### src/rtl/c64_bus_pkg.sv
// c64_bus_pkg -- shared definitions for the C64 bus arbiter slice.
//   arb_state_t      : arbiter ownership states (IDLE, BA_WAIT, VIC_OWN)
//   PHASE_VIC/CPU    : meaning of the phase bit (0 = phi1/VIC, 1 = phi2/CPU)
//   DEFAULT_BA_DELAY : CPU cycles granted after a DMA request before takeover
//   DEFAULT_STOLEN_W : width of the stolen-cycle counter
package c64_bus_pkg;

    typedef enum logic [1:0] {
        IDLE    = 2'd0,  // normal two-phase sharing
        BA_WAIT = 2'd1,  // CPU told to stop (BA low) but still owns phi2
        VIC_OWN = 2'd2   // VIC owns both phases
    } arb_state_t;

    localparam logic PHASE_VIC = 1'b0;
    localparam logic PHASE_CPU = 1'b1;

    localparam int DEFAULT_BA_DELAY = 3;
    localparam int DEFAULT_STOLEN_W = 8;

endpackage

### src/rtl/c64_bus_arbiter_if.sv
// c64_bus_arbiter_if -- every bus-side signal around the arbiter.
//   CPU side : cpu_ab, cpu_do, cpu_we (to arbiter); cpu_di, cpu_ce, cpu_rdy (from)
//   VIC side : vic_addr, vic_ba_req (to arbiter); vic_di (from)
//   Memory   : mem_rdata (to arbiter); aec, mem_addr, mem_wdata, mem_we (from)
//   Status   : stolen_cnt (from arbiter)
// slave  = the arbiter's view; master = the CPU/VIC/memory environment view.
interface c64_bus_arbiter_if
    import c64_bus_pkg::*;
#(
    parameter int STOLEN_W = DEFAULT_STOLEN_W
);
    logic [15:0]         cpu_ab;
    logic [7:0]          cpu_do;
    logic                cpu_we;
    logic [7:0]          cpu_di;
    logic                cpu_ce;
    logic                cpu_rdy;
    logic [15:0]         vic_addr;
    logic                vic_ba_req;
    logic [7:0]          vic_di;
    logic                aec;
    logic [15:0]         mem_addr;
    logic [7:0]          mem_wdata;
    logic                mem_we;
    logic [7:0]          mem_rdata;
    logic [STOLEN_W-1:0] stolen_cnt;

    modport slave (
        input  cpu_ab, cpu_do, cpu_we, vic_addr, vic_ba_req, mem_rdata,
        output cpu_di, cpu_ce, cpu_rdy, vic_di, aec,
               mem_addr, mem_wdata, mem_we, stolen_cnt
    );

    modport master (
        output cpu_ab, cpu_do, cpu_we, vic_addr, vic_ba_req, mem_rdata,
        input  cpu_di, cpu_ce, cpu_rdy, vic_di, aec,
               mem_addr, mem_wdata, mem_we, stolen_cnt
    );
endinterface

### src/rtl/c64_phase_gen.sv
// c64_phase_gen -- two-phase sequencer for the shared bus.
//   clk          : system clock, one clk = one phase
//   reset        : asynchronous, active-low
//   phase        : 0 = VIC half (phi1), 1 = CPU half (phi2); 0 first after reset
//   cpu_half_end : high during a CPU half, i.e. the coming edge ends phi2
module c64_phase_gen
    import c64_bus_pkg::*;
(
    input  logic clk,
    input  logic reset,
    output logic phase,
    output logic cpu_half_end
);

    // NOTE: state registers use non-blocking (<=) so every flop samples the
    // pre-edge values; blocking here would create order-dependent races.
    always_ff @(posedge clk or negedge reset) begin
        if (!reset) begin
            phase <= PHASE_VIC;
        end else begin
            phase <= ~phase;
        end
    end

    assign cpu_half_end = (phase == PHASE_CPU);

endmodule

### src/rtl/c64_bus_arbiter.sv
// c64_bus_arbiter -- shares the system bus between the 6502 core and VIC-II.
// phi1 (phase 0) belongs to VIC, phi2 (phase 1) to the CPU. A VIC DMA request
// drops cpu_rdy, lets the CPU run BA_DELAY more phi2 halves, then gives VIC
// both phases until the request falls.
//   clk, reset : system clock (one clk per phase), async active-low reset
//   bus        : c64_bus_arbiter_if.slave -- CPU, VIC and memory signals
// Parameters:
//   BA_DELAY   : phi2 halves still granted to the CPU after the request
//   STOLEN_W   : width of the saturating stolen-cycle counter
module c64_bus_arbiter
    import c64_bus_pkg::*;
#(
    parameter int BA_DELAY = DEFAULT_BA_DELAY,
    parameter int STOLEN_W = DEFAULT_STOLEN_W
)(
    input  logic                  clk,
    input  logic                  reset,
    c64_bus_arbiter_if.slave      bus
);

    localparam int CNT_W = (BA_DELAY > 1) ? $clog2(BA_DELAY) : 1;
    localparam logic [CNT_W-1:0] CNT_LOAD = CNT_W'(BA_DELAY - 1);

    logic                phase;
    logic                cpu_half_end;
    arb_state_t          state_q, state_d;
    logic [CNT_W-1:0]    cnt_q, cnt_d;
    logic                aec;
    logic [15:0]         mem_addr;
    logic [7:0]          mem_wdata;
    logic                mem_we;
    logic [7:0]          cpu_di_q;
    logic [7:0]          vic_di_q;
    logic [STOLEN_W-1:0] stolen_q;

    c64_phase_gen u_phase_gen (
        .clk          (clk),
        .reset        (reset),
        .phase        (phase),
        .cpu_half_end (cpu_half_end)
    );

    // ------------------------------------------------------------------
    // Ownership FSM: decisions only at the edge ending a CPU half, so a
    // request wiggling inside a pair is never seen.
    // ------------------------------------------------------------------
    always_ff @(posedge clk or negedge reset) begin
        if (!reset) begin
            state_q <= IDLE;
            cnt_q   <= '0;
        end else begin
            state_q <= state_d;
            cnt_q   <= cnt_d;
        end
    end

    always_comb begin
        // NOTE: defaults first so every path assigns every output of this
        // block; a missing assignment would otherwise infer a latch.
        state_d = state_q;
        cnt_d   = cnt_q;
        if (cpu_half_end) begin
            unique case (state_q)
                IDLE: begin
                    if (bus.vic_ba_req) begin
                        state_d = BA_WAIT;
                        cnt_d   = CNT_LOAD;
                    end
                end
                BA_WAIT: begin
                    if (!bus.vic_ba_req) begin
                        state_d = IDLE;             // request withdrawn
                    end else if (cnt_q == '0) begin
                        state_d = VIC_OWN;
                    end else begin
                        cnt_d = cnt_q - CNT_W'(1);
                    end
                end
                VIC_OWN: begin
                    if (!bus.vic_ba_req) begin
                        state_d = IDLE;
                    end
                end
                default: state_d = IDLE;
            endcase
        end
    end

    // ------------------------------------------------------------------
    // Bus mux: CPU drives only its own phase and never while VIC owns it.
    // VIC is read-only, so its write data and strobe are forced low.
    // ------------------------------------------------------------------
    assign aec = (phase == PHASE_CPU) && (state_q != VIC_OWN);

    always_comb begin
        mem_addr  = bus.vic_addr;
        mem_wdata = '0;
        mem_we    = 1'b0;
        if (aec) begin
            mem_addr  = bus.cpu_ab;
            mem_wdata = bus.cpu_do;
            mem_we    = bus.cpu_we;
        end
    end

    // ------------------------------------------------------------------
    // Read capture and stolen-cycle count. Read data is steered by who
    // owned the half that is ending; the other latch keeps its value.
    // ------------------------------------------------------------------
    always_ff @(posedge clk or negedge reset) begin
        if (!reset) begin
            cpu_di_q <= '0;
            vic_di_q <= '0;
        end else if (aec) begin
            cpu_di_q <= bus.mem_rdata;
        end else begin
            vic_di_q <= bus.mem_rdata;
        end
    end

    always_ff @(posedge clk or negedge reset) begin
        if (!reset) begin
            stolen_q <= '0;
        end else if (cpu_half_end && (state_q == VIC_OWN) && (stolen_q != '1)) begin
            stolen_q <= stolen_q + STOLEN_W'(1);
        end
    end

    assign bus.aec        = aec;
    assign bus.cpu_ce     = aec;
    assign bus.cpu_rdy    = (state_q == IDLE);
    assign bus.mem_addr   = mem_addr;
    assign bus.mem_wdata  = mem_wdata;
    assign bus.mem_we     = mem_we;
    assign bus.cpu_di     = cpu_di_q;
    assign bus.vic_di     = vic_di_q;
    assign bus.stolen_cnt = stolen_q;

endmodule

### src/flat_wrapper.sv
// flat-port wrapper written by rule: the top's interface ports become plain ports
module c64_bus_arbiter_flat import c64_bus_pkg::*;
#(
    parameter int BA_DELAY = DEFAULT_BA_DELAY,
    parameter int STOLEN_W = DEFAULT_STOLEN_W
)
  (clk, reset, bus_cpu_ab, bus_cpu_do, bus_cpu_we, bus_vic_addr, bus_vic_ba_req, bus_mem_rdata, bus_cpu_di, bus_cpu_ce, bus_cpu_rdy, bus_vic_di, bus_aec, bus_mem_addr, bus_mem_wdata, bus_mem_we, bus_stolen_cnt);
  c64_bus_arbiter_if #(.STOLEN_W(STOLEN_W)) bus_i ();
  input  logic clk;
  input  logic reset;
  input wire logic [$bits(bus_i.cpu_ab)-1:0] bus_cpu_ab;
  input wire logic [$bits(bus_i.cpu_do)-1:0] bus_cpu_do;
  input wire logic [$bits(bus_i.cpu_we)-1:0] bus_cpu_we;
  input wire logic [$bits(bus_i.vic_addr)-1:0] bus_vic_addr;
  input wire logic [$bits(bus_i.vic_ba_req)-1:0] bus_vic_ba_req;
  input wire logic [$bits(bus_i.mem_rdata)-1:0] bus_mem_rdata;
  output wire logic [$bits(bus_i.cpu_di)-1:0] bus_cpu_di;
  output wire logic [$bits(bus_i.cpu_ce)-1:0] bus_cpu_ce;
  output wire logic [$bits(bus_i.cpu_rdy)-1:0] bus_cpu_rdy;
  output wire logic [$bits(bus_i.vic_di)-1:0] bus_vic_di;
  output wire logic [$bits(bus_i.aec)-1:0] bus_aec;
  output wire logic [$bits(bus_i.mem_addr)-1:0] bus_mem_addr;
  output wire logic [$bits(bus_i.mem_wdata)-1:0] bus_mem_wdata;
  output wire logic [$bits(bus_i.mem_we)-1:0] bus_mem_we;
  output wire logic [$bits(bus_i.stolen_cnt)-1:0] bus_stolen_cnt;
  assign bus_i.cpu_ab = bus_cpu_ab;
  assign bus_i.cpu_do = bus_cpu_do;
  assign bus_i.cpu_we = bus_cpu_we;
  assign bus_i.vic_addr = bus_vic_addr;
  assign bus_i.vic_ba_req = bus_vic_ba_req;
  assign bus_i.mem_rdata = bus_mem_rdata;
  assign bus_cpu_di = bus_i.cpu_di;
  assign bus_cpu_ce = bus_i.cpu_ce;
  assign bus_cpu_rdy = bus_i.cpu_rdy;
  assign bus_vic_di = bus_i.vic_di;
  assign bus_aec = bus_i.aec;
  assign bus_mem_addr = bus_i.mem_addr;
  assign bus_mem_wdata = bus_i.mem_wdata;
  assign bus_mem_we = bus_i.mem_we;
  assign bus_stolen_cnt = bus_i.stolen_cnt;
  c64_bus_arbiter #(.BA_DELAY(BA_DELAY), .STOLEN_W(STOLEN_W)) u_core (.clk(clk), .reset(reset), .bus(bus_i));
endmodule
### config.mk
export PLATFORM = sky130hd
export DESIGN_NAME = c64_bus_arbiter_flat
export DESIGN_NICKNAME = d
export VERILOG_FILES = /design/src/rtl/c64_bus_pkg.sv /design/src/rtl/c64_bus_arbiter_if.sv /design/src/rtl/c64_phase_gen.sv /design/src/rtl/c64_bus_arbiter.sv /design/src/flat_wrapper.sv
export SDC_FILE = /design/constraint.sdc
export NUM_CORES = 1
export LEC_CHECK = 0
export CAP_MARGIN = 20
export CORE_ASPECT_RATIO = 0.7
export CORE_UTILIZATION = 37
export DETAILED_ROUTE_END_ITERATION = 10
export GPL_TIMING_DRIVEN = 0
export PLACE_DENSITY = 0.89
export SETUP_SLACK_MARGIN = 0.02
export SLEW_MARGIN = 30
export SYNTH_ARGS = -nofsm -noshare
export SYNTH_HDL_FRONTEND = slang
export SYNTH_SLANG_ARGS = --single-unit
### constraint.sdc
create_clock -name clk -period 1.85 [get_ports clk]
set_clock_uncertainty 0.2 [all_clocks]
set_input_delay 0.2775 -clock clk [delete_from_list [all_inputs] [get_ports clk]]
set_output_delay 0.2775 -clock clk [all_outputs]
set_load 0.02 [all_outputs]
# After elaboration in Yosys (flattened, before gate mapping)
# Cells that the tools add are included.
[totals] ff_bits=29 input_bits=52 output_inout_bits=52 elab_cells=38
[op_classes] n_addsub=2 eq_ne=9 muxes=12 bitwise_logic=1 n_reduce_logical=8
[ops] operator="2-to-1 mux 16 bit" n=1
[ops] operator="2-to-1 mux 2 bit" n=7
[ops] operator="inequality test 2 bit, second input constant" n=5
[ops] operator="adder 8 x 1 -> 8 bit, second input constant" n=1
[ops] operator="2-to-1 mux 8 bit" n=1
[ops] operator="inequality test 8 bit, second input constant" n=1
[ops] operator="one-hot mux 2 bit (3 select lines)" n=1
[ops] operator="AND reduction 5 bit" n=1
[ops] operator="zero test 2 bit" n=2
[ops] operator="one-hot mux 2 bit (2 select lines)" n=1
[ops] operator="AND reduction 4 bit" n=1
[ops] operator="logical AND 1 bit" n=3
[ops] operator="inequality test 3 x 2 -> 1 bit, second input constant" n=1
[ops] operator="equality test 2 x 1 -> 1 bit, second input constant" n=1
[ops] operator="equality test 2 bit, second input constant" n=1
[ops] operator="nonzero test 2 bit" n=1
[ops] operator="subtractor 2 x 1 -> 2 bit, second input constant" n=1
[ops] operator="2-to-1 mux 1 bit" n=1
[ops] operator="NOT 1 bit" n=1

# Depth between registers and ports, before layout
[logic_depth] ltp_word=4 ltp_mapped=5 ltp_nobuf=5

# Cells and area by module
# Synthesis repeated with hierarchy kept, for this count alone.
[hier_totals] hier_cells=126 hier_area_um2=1512.7
[modules_own_cells] module="c64_bus_arbiter" instances=1 cells_per_inst=123 area_per_inst_um2=1476.4 seq_area_each_um2=700.7
[modules_own_cells] module="c64_phase_gen" instances=1 cells_per_inst=3 area_per_inst_um2=36.3 seq_area_each_um2=25.0

# Least setup slack after synthesis
# OpenSTA, ideal clock, no wires.
[synth_timing] kind="reg-to-reg" start="reg u_core.stolen_q[0], in the netlist u_core.bus.stolen_cnt[0]" end="reg u_core.stolen_q[1], in the netlist u_core.bus.stolen_cnt[1]" setup_ns=0.125 arrival_ns=1.465 required_ns=1.525 setup_slack_ns=0.060 stages_incl_launch_ff=5 n_path_buf=0 period_less_slack_ns=1.790 path_cell_list="dfrtp_1 ha_1 nand2_1 o31ai_2 mux2_4"
[synth_via] elab_chain_len=2 word_cells_on_any_way=3 cone_classes="add/sub: 1; eq/ne: 1; reduce/logical: 1"
[synth_lines] element="from (decl)" line_no="c64_bus_arbiter.sv:34" source="logic [STOLEN_W-1:0] stolen_q;"
[synth_lines] element="from (signal assigned)" line_no="c64_bus_arbiter.sv:125" source="stolen_q <= stolen_q + STOLEN_W'(1);"
[synth_lines] element="parallel branches: the longest is 2 deep, another holds adder 8 x 1 -> 8 bit"
# Parallel ways; which one is timed is not known.
# A chain may end at the register's enable or synchronous reset.

# Worst setup path after layout
[layout_timing] start="reg u_core.state_q[0]" end="out bus_mem_addr[11]"
[layout_via] elab_chain_len=3
[layout_lines] element="from (decl)" line_no="c64_bus_arbiter.sv:26" source="arb_state_t state_q, state_d;"
[layout_lines] element="from (signal assigned)" line_no="c64_bus_arbiter.sv:52" source="state_q <= state_d;"
[layout_lines] element="inequality test 2 bit" line_no="c64_bus_arbiter.sv:93" source="assign aec = (phase == PHASE_CPU) && (state_q != VIC_OWN);"
[layout_lines] element="logical AND 1 bit" line_no="c64_bus_arbiter.sv:93"
[layout_lines] element="2-to-1 mux 16 bit" line_no="c64_bus_arbiter.sv:99" source="if (aec) begin"
[layout_lines] element="to (decl)" line_no="flat_wrapper.sv:22" source="output wire logic [$bits(bus_i.mem_addr)-1:0] bus_mem_addr;"
# Every way passes these cells.

==> metrics.csv <==
metric,value,unit
die_area,0.00489,mm2
path_clk_slew,60,ps
pwr-share-comb,42.8,%
seqPwrFrac,34.2,%
cp.arrival,1540,ps
dpl-instance-area,0.00280,mm2
cts_tree,yes,
setup_viol,25,
cts-root-buf,clkbuf_8,
intPower,1.56,mW
swShare,31.3,%
hold_path.class,register to register,
crit_type,register to output port,
clk_path_buf_depth,2,
viasPerCell,4.89,
htree_levels,2,
switchingPower,0.713,mW
crit_family,flip-flops,
die_x,83.1,um
finalCritPeriodShare,109,%
synth_nets,184,
violations,negative setup slack,
drt_iter0_drc,55,
relSlewSlack,55.4,%
drc,0,
grt_pass1_vias,1579,
rows,20,
io_buffers,103,
crit_fanout,5,
ys.warnings.count,0,
max_freq,495,MHz
area_delta_synth_final,77.8,%
vdd_drop_max,0.652,mV
power_density,751,mW/mm2
slew_viol_final,0,
wl_per_cell,16.1,um
drv_cap,0,
ys_seq_elements,29,
cts-buffers-inserted,5,
fin_crit,2020,ps
stdcell_area,0.00303,mm2
netlist_area,0.00171,mm2
power_frac_clock,23.0,%
worstSetupEndpointType,output port,
fillers,317,
fin_ws,-168,ps
layout_commonest_cell,clkdlybuf4s50_1,
place_congestion,0.777,
critPathLaunchType,register,
grt_start_max_net_pins,30,
final_cell_mix,"clkdlybuf4s50_1 (68), mux2_4 (31), dfrtp_1 (26), buf_6 (21)",
final-hold-violation-count,0,
worst_ep_required_time,1370,ps
total_power,2.28,mW
antenna_found_initial,0,
finalWirelength,4.94,mm
vias,1502,
critPathBufInv,3,
grt_use_total,20.4,%
synthDistinctLibCells,36,
core_area,0.00438,mm2
first_pass_iters,4,
cp_slowest_cell,dfrtp_2,
syn_area_per_cell,13.1,um2
start_util,38.9,%
power.leakage,1.52,nW
diodes,0,
post-place-ws,-539,ps
clock_sinks,29,
rsz0062_at_grt,yes,
clk_latency,270,ps
synth_cells,130,
dp_hpwl,3.54,mm
cpPeakStageDelay,400,ps
die_y,58.8,um
hold-worst-slack,288,ps
status,finished with violations,
worstMarginPinSlew,668,ps
drive_gt1_share,38.9,%
grt_pass1_wl,7.67,mm
crit_path_cell_trace,"nand2b_4, nand2_4, inv_8, clkbuf_16, mux2_4, buf_6",
drtAntennaViolNets,0,
ys_seq_area_share,42.6,%
pin_count,104,
nets,306,
grt_overflow,0,
==> sequential cells by signal, indices dropped and copies added (netlist names) <==
| signal | count |
|---|---|
| u_core.bus.cpu_di | 8 |
| u_core.bus.stolen_cnt | 8 |
| u_core.bus.vic_di | 8 |
| u_core.cnt_q | 2 |
| u_core.state_q | 2 |
| u_core.u_phase_gen.cpu_half_end | 1 |
==> worst paths after layout <==
path,from,end,slack [ps],cells past startpoint
max,u_core.state_q[0],bus_mem_addr[11],-170,6
min,u_core.bus.vic_di[2],u_core.bus.vic_di[2],290,1
max reg2reg,u_core.state_q[1],u_core.bus.stolen_cnt[7],90,5
min reg2reg,u_core.bus.vic_di[2],u_core.bus.vic_di[2],290,1
max in group asynchronous,reset,u_core.state_q[1],590,2
min in group asynchronous,reset,u_core.bus.cpu_di[2],380,2
==> kinds of logic after synthesis <==
group	count (synthesis)	synth area share, %
xor+xnor	1	0.514
simple gates	34	13.2
fa+ha+maj	2	1.47
compound gates	13	5.50
mux	38	31.8
buf+inv	13	4.99
flops	29	42.6
==> layer usage <==
layer / part of all wire [%] / global-route usage, % / up-vias
li1: - / - / 713
met1: 43 / 24.7 / 734
met2: 53 / 36.8 / 49
met3: 3.1 / 4.63 / 6
met4: 0.79 / 6.40 / 0
met5: 0 / 0 / -
==> synthesized netlist by cell type, drive strengths merged <==
master | n | area, um2
a21o | 1 | 7.51
nand3b | 1 | 7.51
inv | 7 | 28.8
a32o | 1 | 10.0
a21oi | 3 | 15.0
o31ai | 1 | 12.5
and4bb | 1 | 12.5
nor3 | 3 | 15.0
o21ai | 2 | 10.0
o22ai | 1 | 6.26
nand3 | 4 | 20.0
nand2 | 6 | 30.0
clkbuf | 1 | 3.75
o21ba | 1 | 10.0
mux2i | 2 | 20.0
dfrtp | 29 | 726
nand4b | 1 | 8.76
buf | 5 | 52.6
o21a | 1 | 7.51
a31oi | 1 | 6.26
and3 | 10 | 62.6
nor4 | 1 | 12.5
ha | 2 | 25.0
xnor2 | 1 | 8.76
mux2 | 36 | 522
and3b | 2 | 18.8
nand4 | 1 | 12.5
nand2b | 1 | 13.8
nor2 | 3 | 11.3
a22o | 1 | 8.76
==> metrics by stage <==
step,util [%],TNS [ps],cells
floorplan,-,0,130
global placement,64.1,-15060,288
detailed placement,63.9,-10690,288
CTS,67.3,-2850,302
global route,69.3,-3620,307
finish,69.3,-2760,307
==> worst register-to-register path, cell delays in order, from the launching register on <==
cell and delay [ps]:
dfrtp_2 390, buf_4 110, buf_4 130, nand3b_1 150, nor4_2 300, mux2_1 360
==> repair_timing <==
item / in CTS / in global routing
pin swaps: 1 / 0
endpoints found under the hold margin: 29 / 0
endpoints found under the setup margin: 31 / 23
cloned: 0 / 1
hold buffers: 1 / 0
resized for setup: 152 / 14
setup buffers: 6 / 4
==> power by group through the flow <==
stage          Clock, mW  Combinational [mW]  Sequential (mW)
2_1_floorplan          0               0.443            0.838
3_3_place_gp           0               0.877            0.787
3_5_place_dp           0               0.899            0.795
4_1_cts            0.523               0.947            0.775
5_1_grt            0.562                1.05            0.790
6_report           0.523               0.974            0.779
==> layout make-up <==
class	instances	area (um2)	share of cell area, %
Timing Repair Buffer	115	1120	37.1
Tap cell	55	68.8	2.27
Buffer	6	78.8	2.60
Clock buffer	7	86.3	2.85
Sequential cell	29	729	24.1
Multi-Input combinational cell	88	911	30.0
Inverter	7	33.8	1.11
Note: power is estimated with default switching activity, not from simulation.
